## src/rtl/neander_pkg.sv

```systemverilog
// Shared encodings for the Neander control unit: ISA opcodes, ULA operations,
// FSM states and datapath mux selects.
package neander_pkg;

  typedef enum logic [3:0] {
    OP_NOP = 4'h0,
    OP_STA = 4'h1,
    OP_LDA = 4'h2,
    OP_ADD = 4'h3,
    OP_OR  = 4'h4,
    OP_AND = 4'h5,
    OP_NOT = 4'h6,
    OP_JMP = 4'h8,
    OP_JN  = 4'h9,
    OP_JZ  = 4'hA,
    OP_HLT = 4'hF
  } opcode_e;

  typedef enum logic [2:0] {
    ULA_ADD   = 3'b000,
    ULA_AND   = 3'b001,
    ULA_OR    = 3'b010,
    ULA_NOT   = 3'b011,
    ULA_PASSY = 3'b100
  } ula_op_e;

  typedef enum logic [4:0] {
    S_F0, S_F1, S_F2, S_F3, S_DEC,
    S_A0, S_A1, S_A2, S_A3, S_A4, S_A5, S_EX,
    S_S0, S_S1, S_J, S_SK, S_NT, S_H
  } state_e;

  localparam logic REM_SEL_PC  = 1'b0;
  localparam logic REM_SEL_RDM = 1'b1;
  localparam logic RDM_SEL_MEM = 1'b0;
  localparam logic RDM_SEL_AC  = 1'b1;

  // LDA moves the fetched operand straight into AC, hence PASSY.
  function automatic logic [2:0] ula_for_op(input logic [3:0] op);
    logic [2:0] sel;
    sel = ULA_PASSY;
    case (op)
      OP_ADD:  sel = ULA_ADD;
      OP_AND:  sel = ULA_AND;
      OP_OR:   sel = ULA_OR;
      default: sel = ULA_PASSY;
    endcase
    return sel;
  endfunction

endpackage

```

## src/rtl/neander_control.sv

```systemverilog
// Moore control FSM for the Neander datapath: fetch, decode and execute of the
// full ISA, with every strobe forced low while reset is held.
module neander_control
  import neander_pkg::*;
(
  input  logic       clk,
  input  logic       rst,
  input  logic [3:0] opcode,
  input  logic       flag_n,
  input  logic       flag_z,
  output logic       pc_load,
  output logic       pc_inc,
  output logic       rem_load,
  output logic       rem_sel,
  output logic       rdm_load,
  output logic       rdm_sel,
  output logic       mem_write,
  output logic       ri_load,
  output logic       ac_load,
  output logic [2:0] sel_ula,
  output logic       nz_load,
  output logic       instr_done,
  output logic       halted
);

  state_e     state;
  state_e     state_next;
  logic       pc_load_d;
  logic       pc_inc_d;
  logic       rem_load_d;
  logic       rem_sel_d;
  logic       rdm_load_d;
  logic       rdm_sel_d;
  logic       mem_write_d;
  logic       ri_load_d;
  logic       ac_load_d;
  logic [2:0] sel_ula_d;
  logic       nz_load_d;
  logic       instr_done_d;
  logic       halted_d;

  always_ff @(posedge clk) begin
    if (!rst) state <= S_F0;
    else      state <= state_next;
  end

  always_comb begin
    state_next   = S_F0;
    pc_load_d    = 1'b0;
    pc_inc_d     = 1'b0;
    rem_load_d   = 1'b0;
    rem_sel_d    = REM_SEL_PC;
    rdm_load_d   = 1'b0;
    rdm_sel_d    = RDM_SEL_MEM;
    mem_write_d  = 1'b0;
    ri_load_d    = 1'b0;
    ac_load_d    = 1'b0;
    sel_ula_d    = ULA_ADD;
    nz_load_d    = 1'b0;
    instr_done_d = 1'b0;
    halted_d     = 1'b0;

    case (state)
      S_F0: begin
        rem_load_d = 1'b1;
        rem_sel_d  = REM_SEL_PC;
        state_next = S_F1;
      end
      S_F1: state_next = S_F2;
      S_F2: begin
        rdm_load_d = 1'b1;
        rdm_sel_d  = RDM_SEL_MEM;
        pc_inc_d   = 1'b1;
        state_next = S_F3;
      end
      S_F3: begin
        ri_load_d  = 1'b1;
        state_next = S_DEC;
      end
      // Unknown opcodes fall through to the NOP path and finish here.
      S_DEC: begin
        case (opcode)
          OP_NOT: state_next = S_NT;
          OP_HLT: state_next = S_H;
          OP_JN:  state_next = flag_n ? S_A0 : S_SK;
          OP_JZ:  state_next = flag_z ? S_A0 : S_SK;
          OP_STA, OP_LDA, OP_ADD, OP_OR, OP_AND, OP_JMP:
            state_next = S_A0;
          default: begin
            instr_done_d = 1'b1;
            state_next   = S_F0;
          end
        endcase
      end
      S_A0: begin
        rem_load_d = 1'b1;
        rem_sel_d  = REM_SEL_PC;
        state_next = S_A1;
      end
      S_A1: state_next = S_A2;
      S_A2: begin
        rdm_load_d = 1'b1;
        rdm_sel_d  = RDM_SEL_MEM;
        pc_inc_d   = 1'b1;
        case (opcode)
          OP_JMP, OP_JN, OP_JZ: state_next = S_J;
          default:              state_next = S_A3;
        endcase
      end
      S_A3: begin
        rem_load_d = 1'b1;
        rem_sel_d  = REM_SEL_RDM;
        state_next = (opcode == OP_STA) ? S_S0 : S_A4;
      end
      S_A4: state_next = S_A5;
      S_A5: begin
        rdm_load_d = 1'b1;
        rdm_sel_d  = RDM_SEL_MEM;
        state_next = S_EX;
      end
      S_EX: begin
        ac_load_d    = 1'b1;
        nz_load_d    = 1'b1;
        sel_ula_d    = ula_for_op(opcode);
        instr_done_d = 1'b1;
        state_next   = S_F0;
      end
      S_S0: begin
        rdm_load_d = 1'b1;
        rdm_sel_d  = RDM_SEL_AC;
        state_next = S_S1;
      end
      S_S1: begin
        mem_write_d  = 1'b1;
        instr_done_d = 1'b1;
        state_next   = S_F0;
      end
      S_J: begin
        pc_load_d    = 1'b1;
        instr_done_d = 1'b1;
        state_next   = S_F0;
      end
      // Untaken conditional jump still has to step over its operand byte.
      S_SK: begin
        pc_inc_d     = 1'b1;
        instr_done_d = 1'b1;
        state_next   = S_F0;
      end
      S_NT: begin
        ac_load_d    = 1'b1;
        nz_load_d    = 1'b1;
        sel_ula_d    = ULA_NOT;
        instr_done_d = 1'b1;
        state_next   = S_F0;
      end
      S_H: begin
        halted_d   = 1'b1;
        state_next = S_H;
      end
      default: state_next = S_F0;
    endcase
  end

  assign pc_load    = rst & pc_load_d;
  assign pc_inc     = rst & pc_inc_d;
  assign rem_load   = rst & rem_load_d;
  assign rem_sel    = rst & rem_sel_d;
  assign rdm_load   = rst & rdm_load_d;
  assign rdm_sel    = rst & rdm_sel_d;
  assign mem_write  = rst & mem_write_d;
  assign ri_load    = rst & ri_load_d;
  assign ac_load    = rst & ac_load_d;
  assign sel_ula    = {3{rst}} & sel_ula_d;
  assign nz_load    = rst & nz_load_d;
  assign instr_done = rst & instr_done_d;
  assign halted     = rst & halted_d;

endmodule

```

## config.mk

```make
export PLATFORM = sky130hd
export DESIGN_NAME = neander_control
export DESIGN_NICKNAME = d
export VERILOG_FILES = /design/src/rtl/neander_pkg.sv /design/src/rtl/neander_control.sv
export SDC_FILE = /design/constraint.sdc
export NUM_CORES = 1
export LEC_CHECK = 0
export BUFFER_PORTS_ARGS = -buffer_cell sky130_fd_sc_hd__buf_2
export CORE_UTILIZATION = 50
export CTS_BUF_LIST = sky130_fd_sc_hd__clkbuf_8
export DETAILED_ROUTE_END_ITERATION = 7
export GPL_ROUTABILITY_DRIVEN = 0
export PLACE_DENSITY = 0.76
export SLEW_MARGIN = 0
export SYNTH_ARGS = -nofsm -noshare
export SYNTH_HDL_FRONTEND = slang
export SYNTH_SLANG_ARGS = --single-unit
```

## constraint.sdc

```tcl
create_clock -name clk -period 2.7 [get_ports clk]
set_input_delay 0 -clock clk [delete_from_list [all_inputs] [get_ports clk]]
set_output_delay 0 -clock clk [all_outputs]
set_load 0.01 [all_outputs]
```

==> run_results.csv, run 1 <==
group,metric,value,unit
logic_synthesis,syn-cell-area,760.7,um2
cells_and_area,top_regs,"state: 5 flops",
floorplanning,ios,23,
floorplanning,die_w,41.01,um
route,vias_per_cell,6.303,
timing,setup_viol,0,
critical_path,reg2reg_from,"state[1]",
route,antenna_left,0,
critical_path,cp.depth,5,
placed_design,numPortBuffers,22,
cts,postCtsHoldBufs,0,
critical_path,critPathRequiredTime,2.70,ns
floorplanning,initial_utilization,56.35,%
floorplanning,rows,13,
cts,clkTransAtPathRegs,0.03,ns
global_route,grt_pass1_vias,706,
route,drt-total-wl,1.987,mm
cts,cts_tree,"built",
logic_synthesis,synth_nets,123,
cts,cts_buffer_depth,2,
critical_path,max_stage_delay,0.46,ns
logic_synthesis,synth_area_leaders,"dfxtp_1 13%, a21oi_1 5.9%, clkbuf_1 5.4%, a211oi_1 4.9%, nor3_1 4.6%",
power,irDropWorstVdd,221.5,uV
power,cellPowerDensity,459.3,mW/mm2
cts,cts_resized,0,
cts,cts.sinks,5,
cells_and_area,layout_commonest_cell,"buf_2",
logic_synthesis,synth_cell_types,43,
placed_design,dpl.hpwl,1.427,mm
floorplanning,core-area,0.001350,mm2
logic_synthesis,async_reset_ff_share,0,%
timing,max_slew_margin,64.64,%
run_status,status,"completed",
critical_path,rr_endpoint,"state[1]",
global_route,grt_max_degree,19,
cts,clk_latency,0.22,ns
cells_and_area,finalNetCount,136,
cts,clock_tree.root_cell,"clkbuf_8",
critical_path,cp_max_fo,18,
cells_and_area,drive_gt1_share,24.41,%
route,drt_pre_antenna_iters,4,
timing,skew,0.002303,ns
global_route,gr-total-overflow,0,
min_path,min_path_type,"in -> reg",
critical_path,crit_type,"reg -> out",
logic_synthesis,post-synth-top-area-cell,"dfxtp_1",
cells_and_area,largest-register,"state",
route,vias,895,
critical_path,crit_path_start,"state[1]",
critical_path,cp-start-kind,"flop",
timing,period_minus_slack,2.028,ns
placed_design,dpl_cell_area,818.3,um2
route,drtIter0Drc,20,
cells_and_area,final_cell_area,863.3,um2
logic_synthesis,ys_warn_count,0,
logic_synthesis,yosysTopAreaCellShare,13.16,%
logic_synthesis,synth_edf_count,0,
floorplanning,dieHeight,41.01,um
logic_synthesis,synth_ff_type,"dfxtp_1",
timing,period_share,75.12,%
timing,finalSetupTns,0,ns
critical_path,cp_cell_sequence,"or2_1 -> or3_4 -> o311ai_0 -> and2_1 -> buf_2",
critical_path,worstSetupEndpoint,"instr_done",
timing,fmax,0.4930,GHz
critical_path,cp_num_buf_inv,1,
global_route,grt_pass1_wl,3.042,mm
cells_and_area,areaGrowthSynthToFinish,13.49,%
cells_and_area,largest_reg_flops,5,
critical_path,end_kind,"output port",
timing,maxSlewViolCount,0,
timing,finalHoldViolations,0,
cells_and_area,n_antenna_cell,0,
timing,worst_pin_slew,0.5170,ns
timing,rsz0062_at_grt,"no",
route,drcViolationCount,0,
logic_synthesis,synth_cells,115,
global_route,grtUsageTotal,27.24,%
power,p_leak,0.0003525,uW
cts,post_cts_buffers,0,
cts,htree_levels,1,
critical_path,cp_slowest_cell,"dfxtp_1",
critical_path,critPathArrivalTime,2.03,ns
cts,cts_buffers,3,
job,maxCapViolCount,0,
critical_path,reg2reg_setup_slack,0.87,ns
timing,fin_hold_ws,0.1235,ns
logic_synthesis,yosysSeqAreaShare,13.16,%
logic_synthesis,ys_ff_latch,5,
floorplanning,die-area,0.001681,mm2
logic_synthesis,syn_area_per_cell,6.615,um2
critical_path,ff2ff_path_depth,4,
route,wl_per_cell,13.99,um
global_route,antenna_found_initial,0,
cells_and_area,final_cell_mix,"22 x buf_2, 9 x nand2_1, 9 x a21oi_1",
critical_path,critical-path-top-delay-family,"simple AND/OR/NAND/NOR gates",
stage by stage:
stage / total power [uW] / util, % / std cells / worst slack (ns)
3_5_place_dp: 257.4 / 60.61 / 138 / 0.8990
5_1_grt: 426.0 / 63.95 / 142 / 0.5218
3_3_place_gp: 253.1 / 60.61 / 138 / 0.9319
2_1_floorplan: 236.7 / - / 115 / 1.025
6_report: 396.5 / 63.95 / 142 / 0.6716
4_1_cts: 398.3 / 63.95 / 142 / 0.6679
synth_stat cells (2+ instances only):
| cell | count |
|---|---|
| a211oi_1 | 5 |
| a21oi_1 | 9 |
| a31oi_1 | 2 |
| and3_1 | 2 |
| buf_6 | 2 |
| clkbuf_1 | 11 |
| dfxtp_1 | 5 |
| inv_1 | 7 |
| nand2_1 | 9 |
| nand2b_1 | 5 |
| nand3_1 | 2 |
| nand3b_1 | 2 |
| nand4_1 | 3 |
| nor2_1 | 6 |
| nor2b_1 | 2 |
| nor3_1 | 7 |
| nor3b_1 | 2 |
| nor4_1 | 3 |
| nor4b_1 | 2 |
| o21ai_0 | 3 |
| o31ai_1 | 2 |
| or3_1 | 2 |
| or3_4 | 2 |
worst min-delay path by stage:
stage,cells past startpoint,startpoint,slack (ns),endpoint
floorplan,2,rst,0.12,halted
global placement,2,rst,0.35,state[4]
detailed placement,2,rst,0.35,state[4]
CTS,2,rst,0.12,state[4]
global route,2,rst,0.13,state[4]
finish,3,rst,0.12,state[2]
layer usage:
layer / share of wire [%] / global-route usage, % / vias up
li1: - / - / 446
met2: 48 / 42.58 / 29
met1: 46 / 35.71 / 414
met4: 1.7 / 9.167 / 0
met3: 4.3 / 7.065 / 6
met5: 0 / 0 / -
cell families after synthesis:
| family | after synthesis | share of synthesized area, % |
|---|---|---|
| flip-flops | 5 | 13.16 |
| AO/OA/AOI/OAI | 33 | 29.77 |
| XOR/XNOR | 1 | 1.152 |
| AND/OR/NAND/NOR | 53 | 40.46 |
| adder cells (fa/ha/maj) | 1 | 1.316 |
| multiplexers | 1 | 1.316 |
| buffers and inverters | 21 | 12.83 |
final cells by class:
cell class | instances | area (um2)
multi-input combinational | 89 | 563.0
fill | 131 | 486.7
clock buffer | 3 | 41.29
tap | 15 | 18.77
clock inverter | 1 | 3.754
timing repair buffer | 22 | 110.1
sequential | 5 | 100.1
inverter | 7 | 26.28
power by group:
| group | switching (uW) | internal [uW] |
|---|---|---|
| Combinational | 78.6 | 62.9 |
| Clock | 39.3 | 97.7 |
| Sequential | 35.1 | 83.0 |
| Total | 153 | 243 |
tightest hold or removal path, delay by kind of cell:
family,cells,cell delay (ns)
buffers and inverters,1,0.14
AOI/OAI and AO/OA,2,0.14
No activity file was read; power rests on OpenSTA's default activity.
==> inputs of run 2 (changes only) <==
- CORE_UTILIZATION: 50 -> 47
- PLACE_DENSITY: 0.76 -> 0.75
- clock period: 2.7 -> 1.83 ns (I/O delays scaled with it)
==> run_results.csv, run 2 (synthesis gave the netlist of run 1 again) <==
group,metric,value,unit
run_status,status,"complete, but fails checks",
run_status,failed_checks,"design-rule violations",
cells_and_area,final_cell_area,909.6,um2
cells_and_area,largest_reg_flops,5,
route,wl_per_cell,13.51,um
timing,finalHoldViolations,0,
floorplanning,ios,23,
global_route,grt_max_degree,17,
critical_path,critPathArrivalTime,1.77,ns
floorplanning,die_w,42.23,um
cts,clk_latency,0.22,ns
timing,fin_hold_ws,0.1138,ns
cells_and_area,largest-register,"state",
global_route,grt_pass1_vias,835,
floorplanning,dieHeight,42.23,um
placed_design,dpl_cell_area,864.6,um2
cells_and_area,final_cell_mix,"22 x buf_2, 9 x nand2_1, 9 x a21oi_1",
cells_and_area,top_regs,"state: 5 flops",
timing,period_minus_slack,1.770,ns
min_path,min_path_type,"in -> reg",
power,p_leak,0.0003832,uW
cts,clkTransAtPathRegs,0.04,ns
timing,worst_pin_slew,0.5173,ns
floorplanning,initial_utilization,50.50,%
route,drt-total-wl,2.013,mm
critical_path,cp_max_fo,8,
cts,cts.sinks,5,
cells_and_area,finalNetCount,142,
cts,cts_resized,0,
route,antenna_left,0,
route,drtIter0Drc,36,
cts,cts_tree,"built",
job,maxCapViolCount,0,
cells_and_area,drive_gt1_share,27.82,%
placed_design,pre_cts_slack,0.2452,ns
route,vias,903,
timing,setup_viol,0,
cells_and_area,fillCellCount,145,
timing,period_share,96.75,%
cells_and_area,areaGrowthSynthToFinish,19.57,%
route,drt_pre_antenna_iters,6,
cts,postCtsHoldBufs,0,
floorplanning,die-area,0.001783,mm2
placed_design,dp_cells,145,
timing,maxSlewViolCount,0,
cts,cts_buffer_depth,2,
power,irDropWorstVdd,242.8,uV
critical_path,ff2ff_path_depth,4,
global_route,grtUsageTotal,24.93,%
critical_path,crit_type,"reg -> out",
route,drcViolationCount,1,
critical_path,cp-start-kind,"flop",
timing,max_slew_margin,65.15,%
cts,htree_levels,1,
cts,post_cts_buffers,0,
cells_and_area,n_antenna_cell,0,
global_route,antenna_found_initial,0,
timing,rsz0062_at_grt,"no",
global_route,gr-total-overflow,0,
timing,skew,0.002998,ns
placed_design,dpl.hpwl,1.523,mm
cts,clock_tree.root_cell,"clkbuf_8",
power,cellPowerDensity,670.7,mW/mm2
cells_and_area,layout_commonest_cell,"buf_2",
cts,cts_buffers,3,
critical_path,critPathRequiredTime,1.83,ns
floorplanning,core-area,0.001506,mm2
timing,finalSetupTns,0,ns
placed_design,numPortBuffers,22,
floorplanning,rows,14,
critical_path,end_kind,"output port",
cells_and_area,instances_no_fill,149,
timing,setup_slack,0.05954,ns
timing,fmax,0.5648,GHz
min_path,holdPathStages,2,
route,vias_per_cell,6.060,
global_route,grt_pass1_wl,3.498,mm
[run 2: cell count changes in the layout (fill, tap and decap cells not counted)]
cell | previous run | this run
buf_4 | 0 | 6
[run 2: cell type report]
type | count | area [um2] | share of cell area, %
clock buffer | 3 | 41.29 | 4.539
tap | 16 | 20.02 | 2.201
timing repair buffer | 28 | 155.1 | 17.06
sequential | 5 | 100.1 | 11.00
multi-input combinational | 89 | 563.0 | 61.90
clock inverter | 1 | 3.754 | 0.4127
inverter | 7 | 26.28 | 2.889
[run 2: per-stage QoR]
step           power (uW)  utilization, %
3_3_place_gp        406.6           57.39
2_1_floorplan       349.2               -
6_report            610.1           60.38
5_1_grt             654.7           60.38
4_1_cts             614.0           60.38
3_5_place_dp        410.2           57.39
[run 2: worst paths after layout]
check / end / start / slack (ns)
worst min register to register: state[2] / state[2] / 0.57
worst max register to register: state[1] / state[0] / 0.22
worst max-delay path: instr_done / state[0] / 0.06
worst min-delay path: state[4] / rst / 0.11
[run 2: where the power goes]
group / switching (uW) / internal [uW] / leakage [uW]
clock network: 53.2 / 144 / 0.0000269
registers: 15.5 / 123 / 0.0000410
logic: 159 / 116 / 0.000315
[run 2: metal layers]
metal  up-vias  global-route usage (%)  wire length (um)
li1        459                       -                 -
met1       402                   33.95               917
met2        42                   39.38               954
met3         0                   2.586               141
met4         0                   11.25                 0
met5         -                       0                 0
[run 2: worst max-delay path: stages, from the launching register on]
cell and delay [ns]:
dfxtp_1 0.36, or2_1 0.27, or3_4 0.38, o311ai_0 0.26, and2_1 0.16, buf_2 0.12
